==> src/rtl/mips_pkg.sv <==
// mips_pkg: funct codes and the multiply/divide sequencer state type.
// Shared by the ALU, the decoder and muldiv_seq.
package mips_pkg;

   localparam logic [5:0] FN_MTHI  = 6'h11;
   localparam logic [5:0] FN_MTLO  = 6'h13;
   localparam logic [5:0] FN_MULT  = 6'h18;
   localparam logic [5:0] FN_MULTU = 6'h19;
   localparam logic [5:0] FN_DIV   = 6'h1A;
   localparam logic [5:0] FN_DIVU  = 6'h1B;

   typedef enum logic [1:0] {
      IDLE,
      CALC,
      FIX,
      DONE
   } state_e;

endpackage

==> src/rtl/muldiv_dp.sv <==
// muldiv_dp: shift-add multiply / restoring divide iterations on operand magnitudes.
// Divide registers and result muxing are built only when MULDIV_DIV_EN is defined.
module muldiv_dp #(
   parameter int DATA_WIDTH = 32
) (
   input  logic                  clk,
`ifdef MULDIV_DIV_EN
   input  logic                  i_div,
   output logic                  o_dbz,
`endif
   input  logic                  i_load,
   input  logic                  i_step,
   input  logic                  i_signed,
   input  logic [DATA_WIDTH-1:0] i_a,
   input  logic [DATA_WIDTH-1:0] i_b,
   output logic [DATA_WIDTH-1:0] o_hi,
   output logic [DATA_WIDTH-1:0] o_lo
);
   localparam int W = DATA_WIDTH;

   function automatic logic [W-1:0] cond_neg(input logic [W-1:0] v, input logic n);
      return n ? -v : v;
   endfunction

   function automatic logic [2*W-1:0] cond_neg2(input logic [2*W-1:0] v, input logic n);
      return n ? -v : v;
   endfunction

   logic [W-1:0] r_acc;
   logic [W-1:0] r_q;
   logic [W-1:0] r_m;
   logic         r_neg_lo;
   logic         w_sa;
   logic         w_sb;
   logic [W:0]   w_sum;
   logic [W-1:0] w_acc_nxt;
   logic [W-1:0] w_q_nxt;
`ifdef MULDIV_DIV_EN
   logic         r_div;
   logic         r_dbz;
   logic         r_neg_hi;
   logic [W-1:0] r_a;
   logic [W:0]   w_shift;
   logic [W:0]   w_diff;
`endif

   assign w_sa = i_signed & i_a[W-1];
   assign w_sb = i_signed & i_b[W-1];

   // r_q starts as the multiplier (multiply) or dividend (divide); r_m is the other operand
   always_ff @(posedge clk) begin
      if (i_load) begin
         r_acc    <= '0;
         r_q      <= cond_neg(i_a, w_sa);
         r_m      <= cond_neg(i_b, w_sb);
         r_neg_lo <= w_sa ^ w_sb;
`ifdef MULDIV_DIV_EN
         r_div    <= i_div;
         r_dbz    <= i_div && (i_b == '0);
         r_neg_hi <= w_sa;
         r_a      <= i_a;
`endif
      end else if (i_step) begin
         r_acc <= w_acc_nxt;
         r_q   <= w_q_nxt;
      end
   end

   always_comb begin
      w_sum = {1'b0, r_acc} + {1'b0, r_m};
      if (r_q[0]) {w_acc_nxt, w_q_nxt} = {w_sum, r_q[W-1:1]};
      else        {w_acc_nxt, w_q_nxt} = {1'b0, r_acc, r_q[W-1:1]};
`ifdef MULDIV_DIV_EN
      w_shift = {r_acc, r_q[W-1]};
      w_diff  = w_shift - {1'b0, r_m};
      if (r_div) begin
         if (!w_diff[W]) begin
            w_acc_nxt = w_diff[W-1:0];
            w_q_nxt   = {r_q[W-2:0], 1'b1};
         end else begin
            w_acc_nxt = w_shift[W-1:0];
            w_q_nxt   = {r_q[W-2:0], 1'b0};
         end
      end
`endif
   end

   // Sign correction: whole product, or quotient/remainder separately
   always_comb begin
      {o_hi, o_lo} = cond_neg2({r_acc, r_q}, r_neg_lo);
`ifdef MULDIV_DIV_EN
      o_dbz = r_dbz;
      if (r_div) begin
         if (r_dbz) begin
            o_hi = r_a;
            o_lo = '1;
         end else begin
            o_hi = cond_neg(r_acc, r_neg_hi);
            o_lo = cond_neg(r_q, r_neg_lo);
         end
      end
`endif
   end

endmodule

==> src/rtl/muldiv_seq.sv <==
// muldiv_seq: iterative MIPS MULT/MULTU/DIV/DIVU plus MTHI/MTLO, owning architectural HI/LO.
// Define MULDIV_DIV_EN to build the divide path; otherwise DIV/DIVU decode as no-ops.
module muldiv_seq
   import mips_pkg::*;
#(
   parameter int DATA_WIDTH = 32,
   parameter int FUNC_WIDTH = 6
) (
   input  logic                  clk,
   input  logic                  rst,
   input  logic                  op_valid,
   output logic                  op_ready,
   input  logic [FUNC_WIDTH-1:0] func,
   input  logic [DATA_WIDTH-1:0] op_A,
   input  logic [DATA_WIDTH-1:0] op_B,
   input  logic                  abort,
   output logic                  busy,
   output logic                  done,
   output logic [DATA_WIDTH-1:0] hi,
   output logic [DATA_WIDTH-1:0] lo,
   output logic                  div_by_zero
);
   localparam int CNT_W = $clog2(DATA_WIDTH);

   state_e                r_state;
   state_e                w_next;
   logic [CNT_W-1:0]      r_cnt;
   logic [DATA_WIDTH-1:0] r_hi;
   logic [DATA_WIDTH-1:0] r_lo;
   logic                  w_accept;
   logic                  w_is_mul;
   logic                  w_is_div;
   logic                  w_is_signed;
   logic                  w_start;
   logic [DATA_WIDTH-1:0] w_res_hi;
   logic [DATA_WIDTH-1:0] w_res_lo;
`ifdef MULDIV_DIV_EN
   logic                  r_dbz;
   logic                  w_res_dbz;
`endif

   assign w_accept    = op_valid && op_ready && !abort;
   assign w_is_mul    = (func == FUNC_WIDTH'(FN_MULT)) || (func == FUNC_WIDTH'(FN_MULTU));
`ifdef MULDIV_DIV_EN
   assign w_is_div    = (func == FUNC_WIDTH'(FN_DIV)) || (func == FUNC_WIDTH'(FN_DIVU));
`else
   assign w_is_div    = 1'b0;
`endif
   assign w_is_signed = (func == FUNC_WIDTH'(FN_MULT)) || (func == FUNC_WIDTH'(FN_DIV));
   assign w_start     = w_accept && (w_is_mul || w_is_div);

   muldiv_dp #(
      .DATA_WIDTH(DATA_WIDTH)
   ) u_dp (
      .clk      (clk),
`ifdef MULDIV_DIV_EN
      .i_div    (w_is_div),
      .o_dbz    (w_res_dbz),
`endif
      .i_load   (w_start),
      .i_step   (r_state == CALC),
      .i_signed (w_is_signed),
      .i_a      (op_A),
      .i_b      (op_B),
      .o_hi     (w_res_hi),
      .o_lo     (w_res_lo)
   );

   always_comb begin
      w_next = r_state;
      case (r_state)
         IDLE:    if (w_start) w_next = CALC;
         CALC: begin
            if (abort)              w_next = IDLE;
            else if (r_cnt == '0)   w_next = FIX;
         end
         FIX:     w_next = abort ? IDLE : DONE;
         DONE:    w_next = IDLE;
         default: w_next = IDLE;
      endcase
   end

   // HI/LO commit on the FIX->DONE edge, so an abort seen in DONE is too late to cancel it
   always_ff @(posedge clk) begin
      if (rst) begin
         r_state <= IDLE;
         r_cnt   <= '0;
         r_hi    <= '0;
         r_lo    <= '0;
`ifdef MULDIV_DIV_EN
         r_dbz   <= 1'b0;
`endif
      end else begin
         r_state <= w_next;
         if (w_start)
            r_cnt <= CNT_W'(DATA_WIDTH - 1);
         else if (r_state == CALC && r_cnt != '0)
            r_cnt <= r_cnt - CNT_W'(1);
         if (w_accept && func == FUNC_WIDTH'(FN_MTHI)) r_hi <= op_A;
         if (w_accept && func == FUNC_WIDTH'(FN_MTLO)) r_lo <= op_A;
         if (r_state == FIX && !abort) begin
            r_hi  <= w_res_hi;
            r_lo  <= w_res_lo;
`ifdef MULDIV_DIV_EN
            r_dbz <= w_res_dbz;
`endif
         end
      end
   end

   assign op_ready = (r_state == IDLE);
   assign busy     = (r_state != IDLE);
   assign done     = (r_state == DONE);
   assign hi       = r_hi;
   assign lo       = r_lo;
`ifdef MULDIV_DIV_EN
   assign div_by_zero = r_dbz;
`else
   assign div_by_zero = 1'b0;
`endif

endmodule

==> config.mk <==
export PLATFORM = sky130hd
export DESIGN_NAME = muldiv_seq
export DESIGN_NICKNAME = d
export VERILOG_FILES = /design/src/rtl/mips_pkg.sv /design/src/rtl/muldiv_dp.sv /design/src/rtl/muldiv_seq.sv
export SDC_FILE = /design/constraint.sdc
export NUM_CORES = 1
export LEC_CHECK = 0
export BUFFER_PORTS_ARGS = -buffer_cell sky130_fd_sc_hd__buf_4
export CAP_MARGIN = 15
export CELL_PAD_IN_SITES_DETAIL_PLACEMENT = 2
export CELL_PAD_IN_SITES_GLOBAL_PLACEMENT = 2
export CORE_AREA = 2 2 172 174
export DETAILED_ROUTE_END_ITERATION = 6
export DIE_AREA = 0 0 174 176
export PLACE_DENSITY = 0.93
export SLEW_MARGIN = 20
export SYNTH_ARGS = -nofsm -noshare
export SYNTH_HDL_FRONTEND = slang
export SYNTH_SLANG_ARGS = --single-unit
export TNS_END_PERCENT = 5
==> constraint.sdc <==
create_clock -name clk -period 8.3 [get_ports clk]
set_input_delay 0 -clock clk [delete_from_list [all_inputs] [get_ports clk]]
set_output_delay 0 -clock clk [all_outputs]
set_load 0.1 [all_outputs]
==> flow_metrics.env, run 1 <==
export IMPL_status="finished with violations"
export IMPL_violations="DRC"
export IMPL_rows=62
export IMPL_clk_pin_slew_worst_paths_ns=0.08
export IMPL_crit_fanout=11
export IMPL_fin_crit_ns=4.20
export IMPL_rr_worst_depth=10
export IMPL_dp_cells=1725
export IMPL_cts_tree="done"
export IMPL_clk_latency_ns=0.46
export IMPL_rsz0062_at_grt="false"
export IMPL_skew_ns=0.0189
export IMPL_crit_type="register to register"
export IMPL_relSlewSlack=0.236
export IMPL_fillers=3091
export IMPL_hold_viol_final=0
export IMPL_yosysSeqAreaShare=0.371
export IMPL_fmax_mhz=238
export IMPL_wl_um=53500
export IMPL_hp_class="input pin to register"
export IMPL_path_delay_family="simple AND/OR/NAND/NOR gates"
export IMPL_port_buffers=140
export IMPL_busiest_layer="met2"
export IMPL_drc=1
export IMPL_clock_path_buffers=2
export IMPL_period_share=0.505
export IMPL_grt_pass1_wl_um=81400
export IMPL_drt_first_pass_iters=7
export IMPL_wl_per_cell_um=29.2
export IMPL_ys_types=73
export IMPL_fin_cells=1832
export IMPL_crit_buf_inv=1
export IMPL_syn_area_per_cell_um2=8.59
export IMPL_maxCapViolations=0
export IMPL_crit_path_max_incr_delay_ns=0.73
export IMPL_design_portCount=142
export IMPL_grt_use_met3=0.0551
export IMPL_worst_pin_slew_ns=1.14
export IMPL_design_area_um2=13600
export IMPL_viasPerCell=6.42
export IMPL_synth_nets=1373
export IMPL_clkSinkCount=168
export IMPL_first_global_vias=13200
export IMPL_irDropWorstVdd_mv=0.111
export IMPL_grtUsageMet2=0.632
export IMPL_initial_utilization=0.379
export IMPL_r2r_end="hi[14]"
export IMPL_yosys_warnings=0
export IMPL_ys_flop_type="dfxtp_1"
export IMPL_diodes=0
export IMPL_drtIter0Drc=884
export IMPL_pwr_density_cell_nw_per_um2=194
export IMPL_area_growth_pct=25.2
export IMPL_final_layout_size_suffix_gt1_frac=0.144
export IMPL_synth_edf_count=65
export IMPL_swShare=0.370
export IMPL_worstPathArrival_ns=4.46
export IMPL_p_sw_mw=0.972
export IMPL_cp_end_kind="register"
export IMPL_gp_congestion=0.904
export IMPL_r2r_start="u_dp.r_q[0]"
export IMPL_grt_usage=0.347
export IMPL_power_frac_comb=0.276
export IMPL_cts_resized=0
export IMPL_vias=11800
export IMPL_synth_seq_cells=168
export IMPL_overflow=0
export IMPL_tns_ns=0
export IMPL_synth_area_um2=10800
export IMPL_syn_inst=1261
export IMPL_pwr_share_seq=0.394
export IMPL_mostFrequentLayoutCells="153 x buf_4, 146 x nand2_1, 111 x a21oi_1, 104 x o21ai_0, 103 x dfxtp_1"
export IMPL_clkPwrFrac=0.330
export IMPL_dieArea_um2=30600
export IMPL_hold_end="lo[7]"
export IMPL_place_area_um2=12200
export IMPL_grt_max_degree=73
export IMPL_crit_path_start_kind="register"
export IMPL_finalMaxSlewViolations=0
export IMPL_die_w_um=174
export IMPL_synthArstFlopShare=0
export IMPL_die_h_um=176
export IMPL_nNetsFinal=1547
export IMPL_dpl_hpwl_um=33400
export IMPL_rrSetupSlack_ns=4.10
export IMPL_h_tree_depth=4
export IMPL_cts_root_buf="clkbuf_16"
export IMPL_ant_nets=0
export IMPL_cts_made_buffers=17
export IMPL_crit_chain="inv_1 -> ha_1 -> nand2b_1 -> nor4b_1 -> nand4_1 -> or4_1 -> or3_1 -> o31ai_1 -> xor2_1 -> o22ai_1"
export IMPL_p_leak_nw=5.01
export IMPL_antenna_found_initial=1
export IMPL_holdPathStages=2
export IMPL_min_from="rst"
export IMPL_final_common_cell="buf_4"
export IMPL_internal_power_mw=1.66
export IMPL_finalSetupViolCount=0
export IMPL_crit_required_ns=8.56
export IMPL_cp_depth=10
export IMPL_grt_util_met1=0.383
export IMPL_slowest_stage="nor4b_1"
export IMPL_core_area_um2=28500
==> power groups by stage <==
stage                     logic [mW]  clock network [mW]  registers (mW)
after floorplan                0.438                   0           0.987
after global placement         0.587                   0            1.03
after detailed placement       0.639                   0            1.04
after CTS                      0.701               0.864            1.03
after global routing           0.776               0.894            1.04
final                          0.725               0.867            1.03
==> Yosys cell counts (3+ instances only) <==
cell type	number	share of area
a211oi_1	7	0.0049
a21o_1	17	0.012
a21oi_1	111	0.051
a221oi_1	9	0.0073
a22oi_1	58	0.040
a31oi_1	8	0.0046
and2_1	7	0.0040
and3_1	20	0.012
buf_1	5	0.0017
clkbuf_1	66	0.023
dfxtp_1	103	0.19
edfxtp_1	65	0.18
ha_1	37	0.043
inv_1	15	0.0052
mux2i_1	9	0.0083
nand2_1	147	0.051
nand2b_1	15	0.0087
nand3_1	14	0.0065
nand3b_1	4	0.0028
nand4_1	9	0.0052
nand4b_1	3	0.0024
nor2_1	78	0.027
nor2b_1	12	0.0069
nor3_1	22	0.010
nor4_1	14	0.0081
nor4b_1	3	0.0024
o211ai_1	3	0.0021
o21a_1	3	0.0021
o21ai_0	104	0.048
o21bai_1	5	0.0035
o22ai_1	22	0.013
o31ai_1	33	0.023
o41ai_1	11	0.0089
or3_1	20	0.012
or4_1	10	0.0069
xnor2_1	92	0.074
xor2_1	54	0.044
==> cell families (layout without fill, tap and decap cells) <==
kind of cell | Yosys count | count (layout) | synth area share
muxes | 11 | 11 | 0.0104
buffers and inverters | 89 | 276 | 0.0319
adders and majority gates | 38 | 38 | 0.0446
xor gates and xnor gates | 146 | 146 | 0.118
other | 1 | 1 | 0.000346
DFF | 168 | 168 | 0.371
and+or+nand+nor | 392 | 392 | 0.180
AOI/OAI and AO/OA | 416 | 416 | 0.244
==> area by class of cell <==
| cell class | count | area [µm²] | share of cell area |
|---|---|---|---|
| timing repair buffer | 228 | 1900 | 0.140 |
| clock buffer | 20 | 479 | 0.0353 |
| tap | 384 | 480 | 0.0354 |
| clock inverter | 12 | 128 | 0.00941 |
| multi-input combinational | 1004 | 6500 | 0.479 |
| sequential | 168 | 4010 | 0.296 |
| inverter | 16 | 60.1 | 0.00443 |
==> metrics by stage <==
step	total power, mW	utilization	setup slack (ns)	hold WS, ns
floorplan	1.43	-	3.86	0.0793
global placement	1.62	0.427	4.74	0.197
detailed placement	1.68	0.427	4.53	0.203
CTS	2.59	0.475	4.15	0.119
global route	2.71	0.475	3.96	0.148
finish	2.63	0.475	4.10	0.115
==> state kept, by name, indices dropped and copies added (netlist names) <==
name and flops:
u_dp.r_m 32, r_state 2, u_dp.r_neg_lo 1, r_cnt 5, hi 32, u_dp.r_q 32, u_dp.r_acc 32, lo 32
==> routing by layer <==
metal / routed length, µm / share of wire / vias up
met5: 0 / 0 / -
met4: 3150 / 0.059 / 0
met3: 2970 / 0.055 / 206
met2: 27400 / 0.51 / 571
met1: 20000 / 0.37 / 5982
li1: - / - / 5004
==> worst max path at each step <==
stage / start / to / slack, ns
6_report: u_dp.r_q[0] / hi[14] / 4.10
5_1_grt: u_dp.r_q[0] / hi[14] / 3.96
4_1_cts: u_dp.r_q[0] / hi[14] / 4.15
3_5_place_dp: u_dp.r_q[0] / hi[14] / 4.53
3_3_place_gp: u_dp.r_q[0] / hi[14] / 4.74
2_1_floorplan: r_state[1] / u_dp.r_q[0] / 3.86
==> repair_timing <==
item                      in CTS  in global routing
hold endpoints to repair      85                  0
buffers inserted               0                  0
hold buffers                  75                  0
Power figures use the tool's default switching activity.
==> run 2: changes to the inputs <==
CORE_AREA = 2 2 187 189   (was 2 2 172 174)
DIE_AREA = 0 0 189 191   (was 0 0 174 176)
PLACE_DENSITY = 0.84   (was 0.93)
clock period = 3.6 ns   (was 8.3 ns; I/O delays follow)
==> flow_metrics.env, run 2 (synthesized netlist as in run 1, its figures left out) <==
export IMPL_status="complete, no violations"
export IMPL_tns_ns=0
export IMPL_wl_um=44900
export IMPL_cp_end_kind="register"
export IMPL_drtIter0Drc=679
export IMPL_clkSinkCount=168
export IMPL_viasPerCell=5.69
export IMPL_drt_first_pass_iters=5
export IMPL_final_common_cell="buf_4"
export IMPL_grt_max_degree=73
export IMPL_cts_made_buffers=17
export IMPL_fmax_mhz=309
export IMPL_p_sw_mw=2.06
export IMPL_r2r_end="hi[26]"
export IMPL_internal_power_mw=3.76
export IMPL_pwr_share_seq=0.396
export IMPL_rsz0062_at_grt="false"
export IMPL_drc=0
export IMPL_clk_pin_slew_worst_paths_ns=0.08
export IMPL_initial_utilization=0.317
export IMPL_dieArea_um2=36100
export IMPL_pwr_density_cell_nw_per_um2=424
export IMPL_first_global_vias=11800
export IMPL_crit_required_ns=3.90
export IMPL_swShare=0.354
export IMPL_clock_path_buffers=2
export IMPL_cts_setup_buffers=0
export IMPL_ant_nets=0
export IMPL_rr_worst_depth=11
export IMPL_grt_util_met1=0.292
export IMPL_worst_pin_slew_ns=0.853
export IMPL_area_growth_pct=26.8
export IMPL_finalSetupViolCount=0
export IMPL_busiest_layer="met2"
export IMPL_hp_class="input pin to register"
export IMPL_irDropWorstVdd_mv=0.360
export IMPL_wl_per_cell_um=23.4
export IMPL_clk_latency_ns=0.45
export IMPL_maxCapViolations=0
export IMPL_finalMaxSlewViolations=0
export IMPL_die_h_um=191
export IMPL_cts_tree="done"
export IMPL_cts_root_buf="clkbuf_16"
export IMPL_design_portCount=142
export IMPL_grt_pass1_wl_um=69300
export IMPL_place_area_um2=12400
export IMPL_port_buffers=140
export IMPL_skew_ns=0.0160
export IMPL_final_layout_size_suffix_gt1_frac=0.155
export IMPL_rows=68
export IMPL_nNetsFinal=1563
export IMPL_hold_end="u_dp.r_m[5]"
export IMPL_crit_fanout=5
export IMPL_design_area_um2=13700
export IMPL_worstPathArrival_ns=3.54
export IMPL_holdPathStages=5
export IMPL_hold_viol_final=0
export IMPL_fin_crit_ns=3.24
export IMPL_power_frac_comb=0.290
export IMPL_dpl_hpwl_um=32000
export IMPL_crit_type="register to register"
export IMPL_h_tree_depth=4
export IMPL_vias=10900
export IMPL_clkPwrFrac=0.315
export IMPL_period_share=0.899
export IMPL_grtUsageMet2=0.447
export IMPL_cts_resized=0
export IMPL_r2r_start="u_dp.r_q[1]"
export IMPL_die_w_um=189
export IMPL_grt_usage=0.247
export IMPL_p_leak_nw=5.07
export IMPL_gp_congestion=0.880
export IMPL_relSlewSlack=0.431
export IMPL_grt_use_met3=0.0349
export IMPL_cts_hold_buffers=71
export IMPL_core_area_um2=34100
export IMPL_antenna_found_initial=2
export IMPL_rrSetupSlack_ns=0.36
export IMPL_mostFrequentLayoutCells="173 x buf_4, 146 x nand2_1, 111 x a21oi_1, 104 x o21ai_0, 103 x dfxtp_1"
export IMPL_min_from="op_B[1]"
export IMPL_overflow=0
export IMPL_crit_path_start_kind="register"
## run 2: changes by cell type in the layout (fill, tap and decap cells not counted), moves of 2 or more
| cell | change |
|---|---|
| buf_4 | +20 |
| clkinvlp_4 | +2 |
| diode_2 | +2 |
| dlygate4sd3_1 | -4 |
| inv_6 | -2 |
## run 2: cell type report
| type | instances | area [µm²] |
|---|---|---|
| clock inverter | 11 | 88.8 |
| sequential | 168 | 4010 |
| fill | 3792 | 20400 |
| inverter | 16 | 60.1 |
| clock buffer | 20 | 479 |
| timing repair buffer | 244 | 2010 |
| multi-input combinational | 1004 | 6500 |
| antenna | 2 | 5.00 |
| tap | 455 | 569 |
## run 2: how the worst max path moves through the flow
stage                           start          end  slack, ns  cells after the start
after floorplan            r_state[1]  u_dp.r_q[0]     0.0007                      8
after global placement    u_dp.r_q[4]       hi[26]       0.51                      9
after detailed placement  u_dp.r_q[1]       hi[26]       0.40                     11
after CTS                 u_dp.r_q[1]       hi[26]       0.34                     11
after global routing      u_dp.r_q[1]       hi[30]       0.20                     11
final                     u_dp.r_q[1]       hi[26]       0.36                     11
## run 2: power by group through the flow
| stage | sequential (mW) | clock, mW | combinational (mW) |
|---|---|---|---|
| 2_1_floorplan | 2.28 | 0 | 1.01 |
| 3_3_place_gp | 2.33 | 0 | 1.49 |
| 3_5_place_dp | 2.34 | 0 | 1.57 |
| 4_1_cts | 2.30 | 1.86 | 1.67 |
| 5_1_grt | 2.32 | 1.93 | 1.83 |
| 6_report | 2.31 | 1.83 | 1.69 |
## run 2: worst max-delay path, cell delays in order (launching register included)
cell	delay (ns)
edfxtp_1	0.46
inv_1	0.13
ha_1	0.21
nand2b_1	0.10
nor4b_1	0.32
buf_4	0.20
nand4_1	0.11
or4_1	0.50
or3_1	0.45
o31ai_1	0.31
xor2_1	0.21
o22ai_1	0.10
## run 2: stage by stage
step / cells / util / total power, mW / worst slack [ns] / hold slack [ns]
6_report: 1920 / 0.402 / 5.83 / 0.363 / 0.0837
5_1_grt: 1920 / 0.402 / 6.08 / 0.204 / 0.0936
4_1_cts: 1918 / 0.402 / 5.82 / 0.345 / 0.0685
3_5_place_dp: 1816 / 0.365 / 3.91 / 0.403 / 0.203
3_3_place_gp: 1816 / 0.365 / 3.82 / 0.513 / 0.199
2_1_floorplan: 1261 / - / 3.29 / 0.000721 / 0.0793
## run 2: routing by layer
layer / up-vias / wire length, µm
met5: - / 0
met1: 5550 / 19200
met3: 86 / 1450
met2: 253 / 22600
li1: 5039 / -
met4: 0 / 1630
==> run 3: changes to the inputs <==
CORE_AREA = 5 5 190 192   (was 2 2 187 189)
DIE_AREA = 0 0 195 197   (was 0 0 189 191)
==> flow_metrics.env, run 3 (synthesized netlist as in run 1, its figures left out) <==
export IMPL_status="complete, no violations"
export IMPL_fin_crit_ns=3.37
export IMPL_worst_pin_slew_ns=0.918
export IMPL_rr_worst_depth=11
export IMPL_cts_root_buf="clkbuf_16"
export IMPL_hp_class="input pin to register"
export IMPL_r2r_start="u_dp.r_q[1]"
export IMPL_grt_max_degree=73
export IMPL_first_global_vias=12100
export IMPL_rows=68
export IMPL_worstPathArrival_ns=3.58
export IMPL_drc=0
export IMPL_swShare=0.342
export IMPL_postLayoutCoreUtil=0.402
export IMPL_wl_um=46200
export IMPL_mostFrequentLayoutCells="169 x buf_4, 146 x nand2_1, 111 x a21oi_1, 104 x o21ai_0, 103 x dfxtp_1"
export IMPL_crit_type="input pin to register"
export IMPL_cts_tree="done"
export IMPL_rrSetupSlack_ns=0.27
export IMPL_viasPerCell=5.75
export IMPL_pwr_density_cell_nw_per_um2=436
export IMPL_design_portCount=142
export IMPL_diodes=0
export IMPL_finalSetupViolCount=0
export IMPL_dpl_hpwl_um=32600
export IMPL_grt_usage=0.234
export IMPL_crit_chain="dlygate4sd3_1 -> buf_4 -> or4_1 -> nor3_1 -> nand4b_1 -> or4_1 -> o41ai_1 -> xnor2_1 -> dlygate4sd3_1"
export IMPL_fmax_mhz=296
export IMPL_crit_path_max_incr_delay_ns=0.60
export IMPL_crit_path_start_kind="input pin"
export IMPL_p_sw_mw=2.05
export IMPL_gp_congestion=0.870
export IMPL_overflow=0
export IMPL_drtIter0Drc=577
export IMPL_r2r_end="hi[30]"
export IMPL_dieArea_um2=38400
export IMPL_worstSetupEndpoint="u_dp.r_m[28]"
export IMPL_hold_viol_final=0
export IMPL_maxCapViolations=0
export IMPL_h_tree_depth=4
export IMPL_clkSinkCount=168
export IMPL_relSlewSlack=0.388
export IMPL_period_share=0.937
export IMPL_cp_end_kind="register"
export IMPL_final_layout_size_suffix_gt1_frac=0.154
export IMPL_drt_first_pass_iters=5
export IMPL_grt_pass1_wl_um=71400
export IMPL_internal_power_mw=3.94
export IMPL_final_common_cell="buf_4"
export IMPL_clk_latency_ns=0.46
export IMPL_rsz0062_at_grt="false"
export IMPL_critPathLaunch="op_B[12]"
export IMPL_cts_resized=0
export IMPL_tns_ns=0
export IMPL_initial_utilization=0.317
export IMPL_slowest_stage="or4_1"
export IMPL_pwr_share_seq=0.388
export IMPL_die_w_um=195
export IMPL_clock_path_buffers=2
export IMPL_finalMaxSlewViolations=0
export IMPL_nNetsFinal=1558
export IMPL_area_growth_pct=27.0
export IMPL_port_buffers=140
export IMPL_ant_nets=0
export IMPL_antenna_found_initial=0
export IMPL_irDropWorstVdd_mv=0.387
export IMPL_fillers=3767
export IMPL_core_area_um2=34200
export IMPL_crit_required_ns=3.81
export IMPL_cts_made_buffers=17
export IMPL_clkPwrFrac=0.337
export IMPL_skew_ns=0.0182
export IMPL_wl_per_cell_um=24.2
export IMPL_clk_pin_slew_worst_paths_ns=0.08
export IMPL_vias=11000
export IMPL_crit_fanout=4
export IMPL_die_h_um=197
export IMPL_p_leak_nw=5.08
export IMPL_power_frac_comb=0.274
-- run 3: cell count changes in the layout (fill, tap and decap cells not counted), moves of 2 or more --
cell,delta
diode_2,-2
clkinv_4,-3
bufinv_16,+3
clkinvlp_4,-2
dlygate4sd3_1,-2
inv_6,+4
buf_4,-4
-- run 3: through the flow --
stage / total power [mW] / instance area [µm²] / worst slack (ns) / hold WS (ns) / instances
after detailed placement: 3.89 / 12400 / 0.428 / 0.206 / 1813
after global placement: 3.80 / 12400 / 0.522 / 0.196 / 1813
after floorplan: 3.29 / 10800 / 0.000721 / 0.0793 / 1261
final: 6.00 / 13800 / 0.227 / 0.0810 / 1913
after global routing: 6.27 / 13800 / 0.0584 / 0.138 / 1913
after CTS: 6.00 / 13800 / 0.323 / 0.107 / 1913
-- run 3: layer usage --
metal,GRT usage,part of all wire,wire length (µm),up-vias
li1,-,-,-,5026
met1,0.287,0.42,19400,5559
met2,0.411,0.50,23000,304
met3,0.0301,0.039,1810,102
met4,0.105,0.044,2030,0
met5,0,0,0,-
-- run 3: worst min path at each step --
stage               startpoint    endpoint  slack (ns)  cells after the start
floorplan                abort  r_state[1]        0.08                      1
global placement         abort  r_state[1]        0.20                      2
detailed placement       abort  r_state[1]        0.21                      2
CTS                        rst       lo[1]        0.11                      2
global route               rst       lo[5]        0.14                      2
finish                     rst       lo[1]        0.08                      2
-- run 3: worst max-delay path: cells and delay by family --
family,cells,cell delay (ns)
compound gates,1,0.36
xor+xnor,1,0.10
buf+inv,3,1.27
simple gates,4,1.85
-- run 3: cell type report --
class / count / area (µm²) / share of cell area
sequential: 168 / 4010 / 0.292
clock inverter: 11 / 158 / 0.0115
multi-input combinational: 1004 / 6500 / 0.473
clock buffer: 20 / 468 / 0.0340
timing repair buffer: 239 / 1980 / 0.144
inverter: 16 / 60.1 / 0.00437
tap: 455 / 569 / 0.0414
-- run 3: repair_timing --
action,in CTS,in global routing
hold buffers,69,0
setup buffers,0,0
hold endpoints to repair,105,0
-- run 3: power by group through the flow --
| stage | logic [mW] | clock network, mW | registers, mW |
|---|---|---|---|
| after detailed placement | 1.53 | 0 | 2.36 |
| final | 1.64 | 2.02 | 2.33 |
| after global placement | 1.46 | 0 | 2.34 |
| after global routing | 1.80 | 2.13 | 2.34 |
| after CTS | 1.63 | 2.05 | 2.32 |
| after floorplan | 1.01 | 0 | 2.28 |
